`config.mk`:
```
export PLATFORM = sky130hd
export DESIGN_NAME = fix2flt_seq
export DESIGN_NICKNAME = d
export VERILOG_FILES = /design/src/rtl/fix2flt_seq.sv
export SDC_FILE = /design/constraint.sdc
export NUM_CORES = 1
export LEC_CHECK = 0
export ABC_AREA = 1
export ABC_CLOCK_PERIOD_IN_PS = 1900
export CAP_MARGIN = 5
export CORE_MARGIN = 2
export CORE_UTILIZATION = 45
export CTS_CLUSTER_DIAMETER = 150
export DETAILED_ROUTE_END_ITERATION = 6
export GPL_TIMING_DRIVEN = 0
export PLACE_DENSITY = 0.66
export SLEW_MARGIN = 15
export SYNTH_ARGS = -nofsm -noshare
export SYNTH_HDL_FRONTEND = slang
export SYNTH_SLANG_ARGS = --single-unit
```
`constraint.sdc`:
```
create_clock -name Clk -period 1.9 [get_ports Clk]
set_clock_uncertainty 0.1 [all_clocks]
set_input_delay 0.19 -clock Clk [delete_from_list [all_inputs] [get_ports Clk]]
set_output_delay 0.19 -clock Clk [all_outputs]
set_load 0.02 [all_outputs]
```
`src/rtl/fix2flt_seq.sv`:
```
// fix2flt_seq: sequential converter from signed 8.8 fixed point to IEEE-754 half.
// Normalises one bit per clock. The mantissa is truncated, not rounded.
//
// Ports:
//   Clk      - clock, rising-edge active
//   Reset    - asynchronous active-low reset
//   Start    - conversion request, accepted only in idle/done
//   fix_in   - signed two's-complement 8.8 operand, captured when Start is accepted
//   flt_out  - half-precision result {sign, exp[4:0], mant[9:0]}
//   Done     - result-valid level, held until the next accepted Start
//   Busy     - high while a conversion is in progress
module fix2flt_seq #(
  parameter int unsigned BIAS = 15
) (
  input  logic        Clk,
  input  logic        Reset,
  input  logic        Start,
  input  logic [15:0] fix_in,
  output logic [15:0] flt_out,
  output logic        Done,
  output logic        Busy
);

  // An 8.8 value with its leading one at bit 15 is 2^7 times the hidden-one form.
  localparam logic [4:0] ExpInit = 5'(BIAS + 7);

  typedef enum logic [2:0] {StIdle, StLoad, StNorm, StPack, StDone} state_e;

  state_e      state_q, state_d;
  logic [15:0] fix_q, fix_d;
  logic        ld_q, ld_d;    // LOAD spans two edges: register operand, then dispatch
  logic        sign_q, sign_d;
  logic [15:0] mag_q, mag_d;
  logic [4:0]  exp_q, exp_d;
  logic [15:0] flt_q, flt_d;
  logic [15:0] mag_abs;

  // 0x8000 negates to itself, which is the correct 16-bit unsigned magnitude.
  assign mag_abs = fix_q[15] ? (~fix_q + 16'd1) : fix_q;

  always_comb begin
    state_d = state_q;
    fix_d   = fix_q;
    ld_d    = ld_q;
    sign_d  = sign_q;
    mag_d   = mag_q;
    exp_d   = exp_q;
    flt_d   = flt_q;
    unique case (state_q)
      StIdle, StDone: begin
        if (Start) begin
          fix_d   = fix_in;
          ld_d    = 1'b0;
          state_d = StLoad;
        end
      end
      StLoad: begin
        if (!ld_q) begin
          sign_d = fix_q[15];
          mag_d  = mag_abs;
          exp_d  = ExpInit;
          ld_d   = 1'b1;
        end else if (mag_q == 16'd0) begin
          // Zero bypasses normalisation; sign cleared so -0 never appears.
          sign_d  = 1'b0;
          flt_d   = 16'h0000;
          state_d = StDone;
        end else if (mag_q[15]) begin
          state_d = StPack;
        end else begin
          state_d = StNorm;
        end
      end
      StNorm: begin
        if (!mag_q[15]) begin
          mag_d = {mag_q[14:0], 1'b0};
          exp_d = exp_q - 5'd1;
          // Leave as soon as the shift lands the leading one at bit 15.
          if (mag_q[14]) state_d = StPack;
        end else begin
          state_d = StPack;
        end
      end
      StPack: begin
        flt_d   = {sign_q, exp_q, mag_q[14:5]};
        state_d = StDone;
      end
      default: state_d = StIdle;
    endcase
  end

  always_ff @(posedge Clk or negedge Reset) begin
    if (!Reset) begin
      state_q <= StIdle;
      fix_q   <= 16'h0000;
      ld_q    <= 1'b0;
      sign_q  <= 1'b0;
      mag_q   <= 16'h0000;
      exp_q   <= 5'd0;
      flt_q   <= 16'h0000;
    end else begin
      state_q <= state_d;
      fix_q   <= fix_d;
      ld_q    <= ld_d;
      sign_q  <= sign_d;
      mag_q   <= mag_d;
      exp_q   <= exp_d;
      flt_q   <= flt_d;
    end
  end

  assign flt_out = flt_q;
  assign Done    = (state_q == StDone);
  assign Busy    = (state_q == StLoad) || (state_q == StNorm) || (state_q == StPack);

endmodule

```
# After elaboration in Yosys (flattened, before gate mapping)
# Index checks and enable logic that the tools add are counted.
# W data, S select, Z words.
[word_totals]
word_cells = 58
ff_bits = 58
[op_classes]
eq_ne = 11
bitwise = 1
addsub = 2
muxes = 21
reduce_logical = 15
[op_table]
columns = ["operator", "count"]
rows = [
  ["$mux W16", 5],
  ["$pmux W16 S2", 2],
  ["$add A16 B1 Y16 const B", 1],
  ["$logic_not A16 Y1", 1],
  ["$not A16 Y16", 1],
  ["$mux W3", 5],
  ["$pmux W3 S4", 1],
  ["$mux W5", 2],
  ["$ne A2 B2 Y1 const B", 5],
  ["$pmux W5 S2", 1],
  ["$reduce_and A3 Y1", 3],
  ["$reduce_and A2 Y1", 4],
  ["$eq A3 B2 Y1 const B", 2],
  ["$reduce_bool A2 Y1", 3],
  ["$sub A5 B1 Y5 const B", 1],
  ["$mux W1", 4],
  ["$eq A3 B1 Y1 const B", 1],
  ["$eq A3 B3 Y1 const B", 1],
  ["$logic_not A3 Y1", 1],
  ["$ne A3 B3 Y1 const B", 1],
  ["$logic_or A1 B1 Y1", 2],
  ["$ne A2 B1 Y1 const B", 1],
  ["$pmux W1 S2", 1],
  ["$reduce_or A2 Y1", 1],
]

# Depth between registers and ports, before layout
[logic_depth]
word_depth = 5
ltp_mapped = 10
mapped_depth_nobuf = 9

# Least setup slack after synthesis
# OpenSTA, ideal clock, no wires.
[synth_timing]
path_type = "register to register"
startpoint = "reg fix_q[0]"
endpoint = "reg mag_q[10]"
setup_slack_ns = 0.334
setup_time_ns = 0.124
t_arrival_ns = 1.342
synth_period_minus_slack_ns = 1.566
path_stages_with_launch = 9
required_ns = 1.676
path_buffers = 0
cell_sequence = "dfrtp_1 > inv_1 > ha_1 > nand3_1 > nand2_1 > nand2_1 > or2_2 > nand3_1 > nand3_1"
[synth_between]
elab_chain_len = 5
[synth_lines]
columns = ["item", "line", "rtl"]
rows = [
  ["start, declared", "30", "logic [15:0] fix_q, fix_d;"],
  ["start signal, assigned", "103", "fix_q <= fix_d;"],
  ["$not A16 Y16", "39", "assign mag_abs = fix_q[15] ? (~fix_q + 16'd1) : fix_q;"],
  ["$add A16 B1 Y16", "39", ""],
  ["$mux W16", "39", ""],
  ["$mux W16", "58", "if (!ld_q) begin"],
  ["$pmux W16 S2", "49", "unique case (state_q)"],
  ["end signal, assigned", "106", "mag_q <= mag_d;"],
  ["end, declared", "33", "logic [15:0] mag_q, mag_d;"],
]
# No other way between the ends. The select of a mux whose other input is x is not followed.
# A chain may end at the register's enable or synchronous reset.

# Final worst setup path
# Same ends and word-level chain as after synthesis.

==> impl_metrics.prom <==
# TYPE chip_impl_metric gauge
chip_impl_metric{name="synth_seq_cells",unit=""} 58
chip_impl_info{name="element_type_at_the_critical_path_start",value="flip-flop"} 1
chip_impl_metric{name="yosysWarnings",unit=""} 0
chip_impl_metric{name="drt_iter0_markers",unit=""} 161
chip_impl_info{name="worstSetupPathType",value="reg2reg"} 1
chip_impl_metric{name="routed-via-count",unit=""} 2561
chip_impl_metric{name="detail_route.vias_per_cell",unit=""} 5.11
chip_impl_metric{name="nets",unit=""} 440
chip_impl_metric{name="power.leakage",unit="uW"} 0.00178
chip_impl_metric{name="worst_ep_required_time",unit="ps"} 2020
chip_impl_metric{name="diodes",unit=""} 0
chip_impl_metric{name="detail_route.drc_violations",unit=""} 0
chip_impl_metric{name="timing.hold.worst_path_depth",unit=""} 3
chip_impl_metric{name="period_minus_slack",unit="ps"} 1740
chip_impl_metric{name="numCtsBuffers",unit=""} 9
chip_impl_metric{name="setup_total_negative_slack",unit="ps"} 0
chip_impl_metric{name="clk_pin_slew",unit="ps"} 70
chip_impl_info{name="timing.critical_path.slowest_stage_cell",value="dfrtp_1"} 1
chip_impl_metric{name="grt_usage",unit="%"} 20.2
chip_impl_metric{name="power_density",unit="nW/um2"} 1830
chip_impl_metric{name="grt_pass1_wl",unit="um"} 11400
chip_impl_metric{name="place.detailed.hpwl",unit="um"} 4900
chip_impl_metric{name="synth_top_area_share",unit="%"} 49.1
chip_impl_metric{name="initial_utilization",unit="%"} 46.6
chip_impl_metric{name="cts.sink_count",unit=""} 58
chip_impl_metric{name="timing_hold_violations_final",unit=""} 0
chip_impl_metric{name="timing.reg2reg.setup_slack",unit="ps"} 160
chip_impl_metric{name="syn-mean-instance-area",unit="um2"} 7.97
chip_impl_info{name="synth_largest_area_cell",value="dfrtp_1"} 1
chip_impl_info{name="worstHoldPathType",value="in2reg"} 1
chip_impl_info{name="worstPathCellList",value="inv_1 -> ha_1 -> nand3_1 -> nand2_4 -> nand2_1 -> or2_2 -> nand3_1 -> nand3_1"} 1
chip_impl_info{name="cts_tree",value="built"} 1
chip_impl_metric{name="max_slew_margin",unit="%"} 51.4
chip_impl_metric{name="floorplan.rows",unit=""} 29
chip_impl_metric{name="grt.met2_usage",unit="%"} 31.5
chip_impl_info{name="netlist_top_cells_count",value="nand2_1 (115), dfrtp_1 (58), nor2_1 (35)"} 1
chip_impl_metric{name="die_y",unit="um"} 85.1
chip_impl_metric{name="design.portCount",unit=""} 37
chip_impl_metric{name="wire_per_inst",unit="um"} 13.4
chip_impl_metric{name="crit_path_max_incr_delay",unit="ps"} 360
chip_impl_info{name="ys_top_cells_by_area",value="dfrtp_1 (49%), nand2_1 (15%), nand3_1 (4.9%)"} 1
chip_impl_info{name="crit_top_cell",value="nand3_1"} 1
chip_impl_metric{name="fp.coreArea",unit="um2"} 6350
chip_impl_metric{name="routed_wirelength",unit="um"} 6710
chip_impl_info{name="grt_setup_unrepaired",value="no"} 1
chip_impl_metric{name="layout_cell_share_with_drive_strength_beyond_1",unit="%"} 13.4
chip_impl_info{name="dominantRegCellSynth",value="dfrtp_1"} 1
chip_impl_metric{name="die_width",unit="um"} 85.1
chip_impl_metric{name="postCtsSetupRepairBufs",unit=""} 0
chip_impl_metric{name="detailedRoute.firstPassIterationCount",unit=""} 4
chip_impl_metric{name="numPortBuffers",unit=""} 36
chip_impl_metric{name="max-clock-path-buffers",unit=""} 2
chip_impl_metric{name="critical_path_peak_fanout",unit=""} 8
chip_impl_metric{name="timing.final.setup_violations",unit=""} 0
chip_impl_metric{name="vdd_ir_drop_max",unit="V"} 0.000791
chip_impl_metric{name="synth_cell_type_count",unit=""} 32
chip_impl_metric{name="async_flop_share",unit="%"} 100
chip_impl_metric{name="antenna_violating_nets_left",unit=""} 0
chip_impl_metric{name="layout_worst_path_cycle_share",unit="%"} 91.6
chip_impl_metric{name="worstRegToRegCells",unit=""} 8
chip_impl_metric{name="grt_pass1_vias",unit=""} 2395
chip_impl_metric{name="grt_start_max_net_pins",unit=""} 59
chip_impl_metric{name="critical_path_arrival",unit="ps"} 1860
chip_impl_metric{name="fp.dieArea",unit="um2"} 7230
chip_impl_metric{name="met3_track_demand_over_resource",unit="%"} 3.50
chip_impl_info{name="run_status",value="finished clean"} 1
chip_impl_info{name="synth.most_common_cell",value="nand2_1"} 1
chip_impl_metric{name="whs",unit="ps"} 293
chip_impl_metric{name="globalRouteMet1Util",unit="%"} 27.3
chip_impl_metric{name="timing.final.max_slew_violations",unit=""} 0
chip_impl_metric{name="worstSkewPairLatency",unit="ps"} 340
chip_impl_metric{name="antenna_found_initial",unit=""} 0
chip_impl_metric{name="netlist_instances",unit=""} 371
chip_impl_info{name="most_used_layer_global_route",value="met2"} 1
chip_impl_metric{name="synth_edf_count",unit=""} 0
chip_impl_metric{name="maxCapViolCount",unit=""} 0
chip_impl_metric{name="htreeDepth",unit=""} 3
chip_impl_metric{name="area_growth",unit="%"} 24.4
chip_impl_metric{name="worst_tran_pin_value",unit="ps"} 729
chip_impl_metric{name="globalRoute.totalOverflow",unit=""} 0
chip_impl_metric{name="max_clock_freq",unit="MHz"} 574
chip_impl_info{name="timing.critical_path.to_type",value="flip-flop"} 1
chip_impl_metric{name="synth_area",unit="um2"} 2960
chip_impl_metric{name="gp_congestion",unit=""} 0.815
chip_impl_info{name="cts.root.buffer_cell",value="clkbuf_8"} 1
chip_impl_metric{name="syn_nets",unit=""} 392
chip_impl_metric{name="synth_sequential_area_ratio",unit="%"} 49.1
==> worst paths after layout <==
kind                            start    endpoint
setup / recovery             fix_q[0]   mag_q[10]
setup reg to reg             fix_q[0]   mag_q[10]
hold reg to reg            flt_out[1]  flt_out[1]
hold / removal              fix_in[0]    fix_q[0]
max in group asynchronous       Reset  state_q[1]
min in group asynchronous       Reset  flt_out[0]
==> cells in the final DEF, fill, tap and decap left out, types with 4 or more instances in the layout <==
cell type / count
a21oi_1: 16
a21oi_2: 9
buf_2: 5
buf_4: 4
clkbuf_8: 11
clkdlybuf4s50_1: 33
dfrtp_1: 57
inv_1: 29
inv_2: 4
nand2_1: 114
nand2_4: 4
nand3_1: 29
nand4_1: 4
nor2_1: 35
o21ai_0: 25
o21ai_1: 8
==> registers in the layout, indices dropped and copies added (netlist names) <==
signal and count:
exp_q 5, fix_q 16, flt_out 16, ld_q 1, mag_q 16, sign_q 1
state_q 3
==> layer usage <==
metal | share of wire (%) | vias to the layer above
met3 | 4.4 | 13
met5 | 0 | -
met2 | 46 | 72
met4 | 2.3 | 0
met1 | 48 | 1173
li1 | - | 1303
==> power by group <==
group | internal, uW | leakage, uW | switching [uW]
registers | 1780 | 0.000709 | 460
logic | 1150 | 0.000946 | 1880
clock network | 938 | 0.000129 | 499
total | 3880 | 0.00178 | 2840
==> worst max-delay path, delay by kind of cell, from the launching register on <==
| family | cells | cell delay, ps |
|---|---|---|
| adders and majority gates | 1 | 230 |
| DFF | 1 | 360 |
| and+or+nand+nor | 6 | 800 |
| buffers and inverters | 1 | 140 |
==> cells by family (layout without fill, tap and decap cells) <==
| logic type | count (synthesis) | in the layout | share of synthesized area [%] |
|---|---|---|---|
| DFF | 58 | 58 | 49.1 |
| and+or+nand+nor | 200 | 200 | 30.1 |
| buffers and inverters | 47 | 100 | 7.49 |
| AOI/OAI and AO/OA | 64 | 64 | 12.5 |
| adders and majority gates | 2 | 2 | 0.846 |
==> per-stage QoR <==
stage	setup WS, ps	instances	power, uW	utilization, %	cell area [um2]
after floorplan	334	371	4350	-	2960
after global placement	-1300	484	5180	53.8	3410
after detailed placement	126	484	5270	53.7	3410
after CTS	97.3	501	6730	57.8	3670
after global routing	19.4	501	7270	57.9	3680
final	159	501	6720	57.9	3680
==> layout make-up <==
| cell class | instances | area, um2 |
|---|---|---|
| Tap cell | 77 | 96.3 |
| Sequential cell | 58 | 1450 |
| Timing Repair Buffer | 37 | 365 |
| Inverter | 35 | 136 |
| Buffer | 12 | 85.1 |
| Clock buffer | 11 | 151 |
| Fill cell | 584 | 2670 |
| Multi-Input combinational cell | 266 | 1290 |
| Clock inverter | 5 | 100 |
==> repair_timing <==
item	CTS	global route
gates resized for setup	3	2
endpoints found under the setup margin	2	2
hold endpoints to repair	58	0
hold buffers	1	0
Note: power is estimated with default switching activity, not from simulation.
==> patch 1, RTL diff (same flow settings) <==
Add an input register stage for `Start` and `fix_in`; this delays them by one clock.
--- a/src/rtl/fix2flt_seq.sv
+++ b/src/rtl/fix2flt_seq.sv
@@ -26,6 +26,14 @@
 
   typedef enum logic [2:0] {StIdle, StLoad, StNorm, StPack, StDone} state_e;
 
+  logic Start_q;
+  logic [15:0] fix_r;
+
+  always_ff @(posedge Clk) begin
+    Start_q <= Start;
+    fix_r   <= fix_in;
+  end
+
   state_e      state_q, state_d;
   logic [15:0] fix_q, fix_d;
   logic        ld_q, ld_d;    // LOAD spans two edges: register operand, then dispatch
@@ -48,8 +56,8 @@
     flt_d   = flt_q;
     unique case (state_q)
       StIdle, StDone: begin
-        if (Start) begin
-          fix_d   = fix_in;
+        if (Start_q) begin
+          fix_d   = fix_r;
           ld_d    = 1'b0;
           state_d = StLoad;
         end
Check against the original RTL: not equivalent (Yosys sat finds a counterexample within 4 cycles, from zero or initial values and one cycle with Reset low).
==> patch 1 against the original RTL <==
- synthesized area up 10%
- cell area up 6.5%
- first-iteration DRC count is 19% lower
- setup slack got worse by 21 ps
- utilization shrank 3.1 points
- sequential cell count increased by 17
- die area is 9.6% higher
- combinational power decreased by 8.3%
- clock power decreased by 25%
- total power is 4.2% lower
- routed wire length increased by 0.22%
- critical path type is now reg -> out
- largest cell class unchanged
==> patch 1: results (changes against the original RTL) <==
| Metric | Value |
|---|---|
| Root buf cell | `clkbuf_8` |
| Worst hold start | `fix_in[6]` |
| Most instantiated cells after synthesis | `nand2_1 (110), dfrtp_1 (58), nor2_1 (35), inv_1 (32)` |
| Vias in the first global route | `2523 (+5.3%)` |
| Met2 Use GR | `0.3324 (+0.01709)` |
| Net count after synthesis | `406 (+3.6%)` |
| Pre-CTS setup slack | `160.4 ps (+34.80 ps)` |
| Met1 global-route usage | `0.2395 (-0.03331)` |
| Nets@finish | `454 (+3.2%)` |
| GR Util All Layers | `0.1944 (-0.007660)` |
| Share of cells above drive strength 1 | `0.08676 (-0.04768)` |
| First DRT Iteration DRCs | `131 (-19%)` |
| Synth area leaders | `dfrtp_1 (45%), nand2_1 (13%), dfxtp_1 (10%)` |
| Hold path depth | `1 (-2)` |
| Via Count | `2607 (+1.8%)` |
| CP arrival | `1470 ps (-390 ps)` |
| Synth warn | `0 (unchanged)` |
| DP HPWL | `4891 µm (-0.18%)` |
| Register area share after synthesis | `0.5506 (+0.05966)` |
| Hold path endpoint | `fix_r[6]` |
| Max Fanout on Critical Path | `5 (-3)` |
| Worst path slowest cell | `dfrtp_2` |
| Synthesized cell area | `0.003254 mm² (+10%)` |
| Family with the most delay on the worst path | `flip-flops` |
| Worst slew pin tran | `713.2 ps (-15.42 ps)` |
| Status | `completed` |
| Largest net degree at the start of global routing | `59 (unchanged)` |
| GR Util met3 | `0.04801 (+0.01300)` |
| Port Buffers | `36 (unchanged)` |
| Antenna cells | `0 (unchanged)` |
| Reg-to-reg critical path startpoint | `mag_q[12]` |
| Crit path from | `state_q[1]` |
| Global-route wire length before repair | `11690 µm (+2.2%)` |
| Yosys cell types | `34 (+6.3%)` |
| Worst vdd ir | `0.0005941 V (-25%)` |
| Hold Crit Class | `in -> reg` |
| Overall routed net length | `6726 µm (+0.22%)` |
| Clock tree buffer depth | `2 (unchanged)` |
| Placer congestion estimate | `0.8580 (+5.2%)` |
| Clock latency at the later pin of the worst-skew pair | `350 ps` |
| FILL cells | `702 (+20%)` |
| Max incr delay on CP | `460 ps (+100 ps)` |
| Internal | `0.003709 W (-4.3%)` |
| Pleak | `1.866 nW (+4.6%)` |
| Worst R2R End | `flt_out[9]` |
| Async set-reset flop share out of synthesis | `0.7733 (-0.2267)` |
## patch 1: changes by cell type in the layout (fill, tap and decap cells not counted), sizes merged, moves of 2 or more
cell | before | now
dfxtp | 0 | 17
bufinv | 3 | 0
o21ai | 33 | 31
a21oi | 25 | 30
clkbuf | 11 | 13
nor3 | 4 | 2
nand2 | 121 | 114
## patch 1: area by class of cell
cell class / count / area [µm²] / share of cell area
flip-flops and latches: 75 / 1793 / 0.4578
multi-input cells: 264 / 1242 / 0.3173
repair buffers: 37 / 365.4 / 0.09329
clock buffers: 12 / 145.1 / 0.03706
inverters: 34 / 130.1 / 0.03323
well taps: 99 / 123.9 / 0.03163
plain buffers: 12 / 90.09 / 0.02300
clock inverters: 4 / 26.28 / 0.006709
## patch 1: worst max-delay path by stage
| stage | slack [ps] | end | cells after the start |
|---|---|---|---|
| after floorplan | 430 | exp_q[4] | 9 |
| after global placement | -1230 | fix_q[12] | 1 |
| after detailed placement | 160 | flt_out[9] | 8 |
| after CTS | 120 | flt_out[9] | 8 |
| after global routing | 0.1 | Done | 4 |
| final | 140 | Done | 4 |
## patch 1: power groups by stage
stage	registers, W	logic, W	clock network [W]
6_report	0.00257	0.00278	0.00108
5_1_grt	0.00265	0.00318	0.00119
4_1_cts	0.00257	0.00280	0.00111
3_5_place_dp	0.00260	0.00280	0
3_3_place_gp	0.00258	0.00274	0
2_1_floorplan	0.00263	0.00188	0
## patch 1: repair_timing
action	4_1_cts	5_1_grt
endpoints found under the hold margin	58	0
hold buffers	1	0
endpoints found under the setup margin	2	3
gates resized for setup	3	1
buffers inserted	0	0
pin swaps	0	0
## patch 1: routing by layer
metal | routed length [µm] | vias up
li1 | - | 1341
met1 | 3032 | 1199
met2 | 3313 | 58
met3 | 292 | 9
met4 | 87 | 0
met5 | 0 | -
## patch 1: metrics by stage
stage	power [W]	util	hold WS [ps]	std cells	cell area, µm²
2_1_floorplan	0.004505	-	-205.6	385	3254
3_3_place_gp	0.005325	0.5238	319.3	520	3739
3_5_place_dp	0.005403	0.5235	194.1	520	3736
4_1_cts	0.006485	0.5487	159.8	537	3916
5_1_grt	0.007022	0.5487	163.1	537	3916
6_report	0.006431	0.5487	175.5	537	3916
## patch 1: logic make-up (layout without fill, tap and decap cells)
kind of cell | Yosys count | count (layout) | synth area share
compound gates | 70 | 70 | 0.1146
fa+ha+maj | 2 | 2 | 0.007688
buf+inv | 46 | 99 | 0.06766
flops | 75 | 75 | 0.5506
simple gates | 192 | 192 | 0.2595
==> patch 2, RTL diff (same settings) <==
Without the edit above. The parameter `BIAS` goes from 15 to 7.
--- a/src/rtl/fix2flt_seq.sv
+++ b/src/rtl/fix2flt_seq.sv
@@ -10,7 +10,7 @@
 //   Done     - result-valid level, held until the next accepted Start
 //   Busy     - high while a conversion is in progress
 module fix2flt_seq #(
-  parameter int unsigned BIAS = 15
+  parameter int unsigned BIAS = 7
 ) (
   input  logic        Clk,
   input  logic        Reset,
Check against the original RTL: not equivalent (Yosys sat finds a counterexample within 10 cycles, from zero or initial values and one cycle with Reset low).
==> patch 2 against the original RTL <==
- sequential cell count did not move
- largest cell class unchanged
- total power shrank 8.0%
- sequential power fell by 2%
- setup slack lost 10 ps
- routed wire length down 5.0%
- largest power group unchanged
- highest routed layer unchanged
- cell area fell by 3.5%
- synthesized area fell by 3.0%
==> patch 2: results (changes against the original RTL) <==
| Metric | Value |
|---|---|
| Final Hold Slack | `276.5 ps (-16.43 ps)` |
| Yosys cell types | `29 (-9.4%)` |
| Most instantiated cells after synthesis | `nand2_1 (118), dfrtp_1 (58), nor2_1 (35), inv_1 (31), nand3_1 (31)` |
| Adder-cell share of the synthesized area | `0.008730 (+0.0002660)` |
| DP HPWL | `4606 µm (-6.0%)` |
| Worst hold start | `fix_in[10]` |
| Pre-CTS setup slack | `80.62 ps (-45.00 ps)` |
| Post-synthesis xor/xnor area fraction | `0.003055 (+0.003055)` |
| Pleak | `1.734 nW (-2.8%)` |
| Worst vdd ir | `0.0007061 V (-11%)` |
| Max Fanout on Critical Path | `10 (+2)` |
| Synth Area in Compound Gates | `0.1174 (-0.007425)` |
| Internal | `0.003528 W (-9.0%)` |
| Area after DPL | `0.003321 mm² (-2.6%)` |
| Vias in the first global route | `2412 (+0.71%)` |
| Worst R2R End | `flt_out[12]` |
| Synth area leaders | `dfrtp_1 (51%), nand2_1 (15%), nand3_1 (5.4%)` |
| Metal2 WL | `2924 µm (-4.8%)` |
| Hold path depth | `3 (unchanged)` |
| Global-route wire length before repair | `11020 µm (-3.6%)` |
| Nets@finish | `441 (+0.23%)` |
| GR Util All Layers | `0.1987 (-0.003364)` |
| Met1 global-route usage | `0.2615 (-0.01135)` |
| Vias per cell | `5.096 (-0.31%)` |
| Max_slew headroom | `0.5176 (+0.003310)` |
| GR Util met3 | `0.05045 (+0.01543)` |
| Status | `completed` |
| First DRT Iteration DRCs | `147 (-8.7%)` |
| Reg-to-reg critical path startpoint | `mag_q[12]` |
| CP arrival | `1890 ps (+30 ps)` |
| Placer congestion estimate | `0.8378 (+2.8%)` |
| Net count after synthesis | `393 (+0.26%)` |
| Max incr delay on CP | `410 ps (+50 ps)` |
| Routed met3 length | `357 µm (+22%)` |
| Share of cells above drive strength 1 | `0.09670 (-0.03774)` |
| Syn_area_per_cell | `7.706 µm² (-3.3%)` |
[patch 2: area by class of cell]
class	count	area (µm²)
Timing Repair Buffer	37	365.4
Clock inverter	2	35.03
Buffer	12	71.32
Inverter	35	131.4
Clock buffer	13	168.9
Multi-Input combinational cell	267	1229
Tap cell	77	96.34
Fill cell	602	2693
Sequential cell	58	1451
[patch 2: worst max-delay path by stage]
stage                     from           to  slack (ps)  depth (start not counted)
finish               mag_q[12]  flt_out[12]         150                          8
detailed placement   mag_q[12]  flt_out[12]          80                          8
global placement         Reset    fix_q[13]       -1310                          1
global route         mag_q[12]  flt_out[12]           3                          8
CTS                 state_q[0]     mag_q[4]          80                          7
floorplan             fix_q[0]    mag_q[10]         340                          8
[patch 2: power by group through the flow]
stage          sequential, W  clock, W  combinational [W]
6_report             0.00220   0.00118            0.00279
5_1_grt              0.00228   0.00125            0.00319
4_1_cts              0.00219   0.00120            0.00279
3_5_place_dp         0.00222         0            0.00278
3_3_place_gp         0.00220         0            0.00273
2_1_floorplan        0.00224         0            0.00188
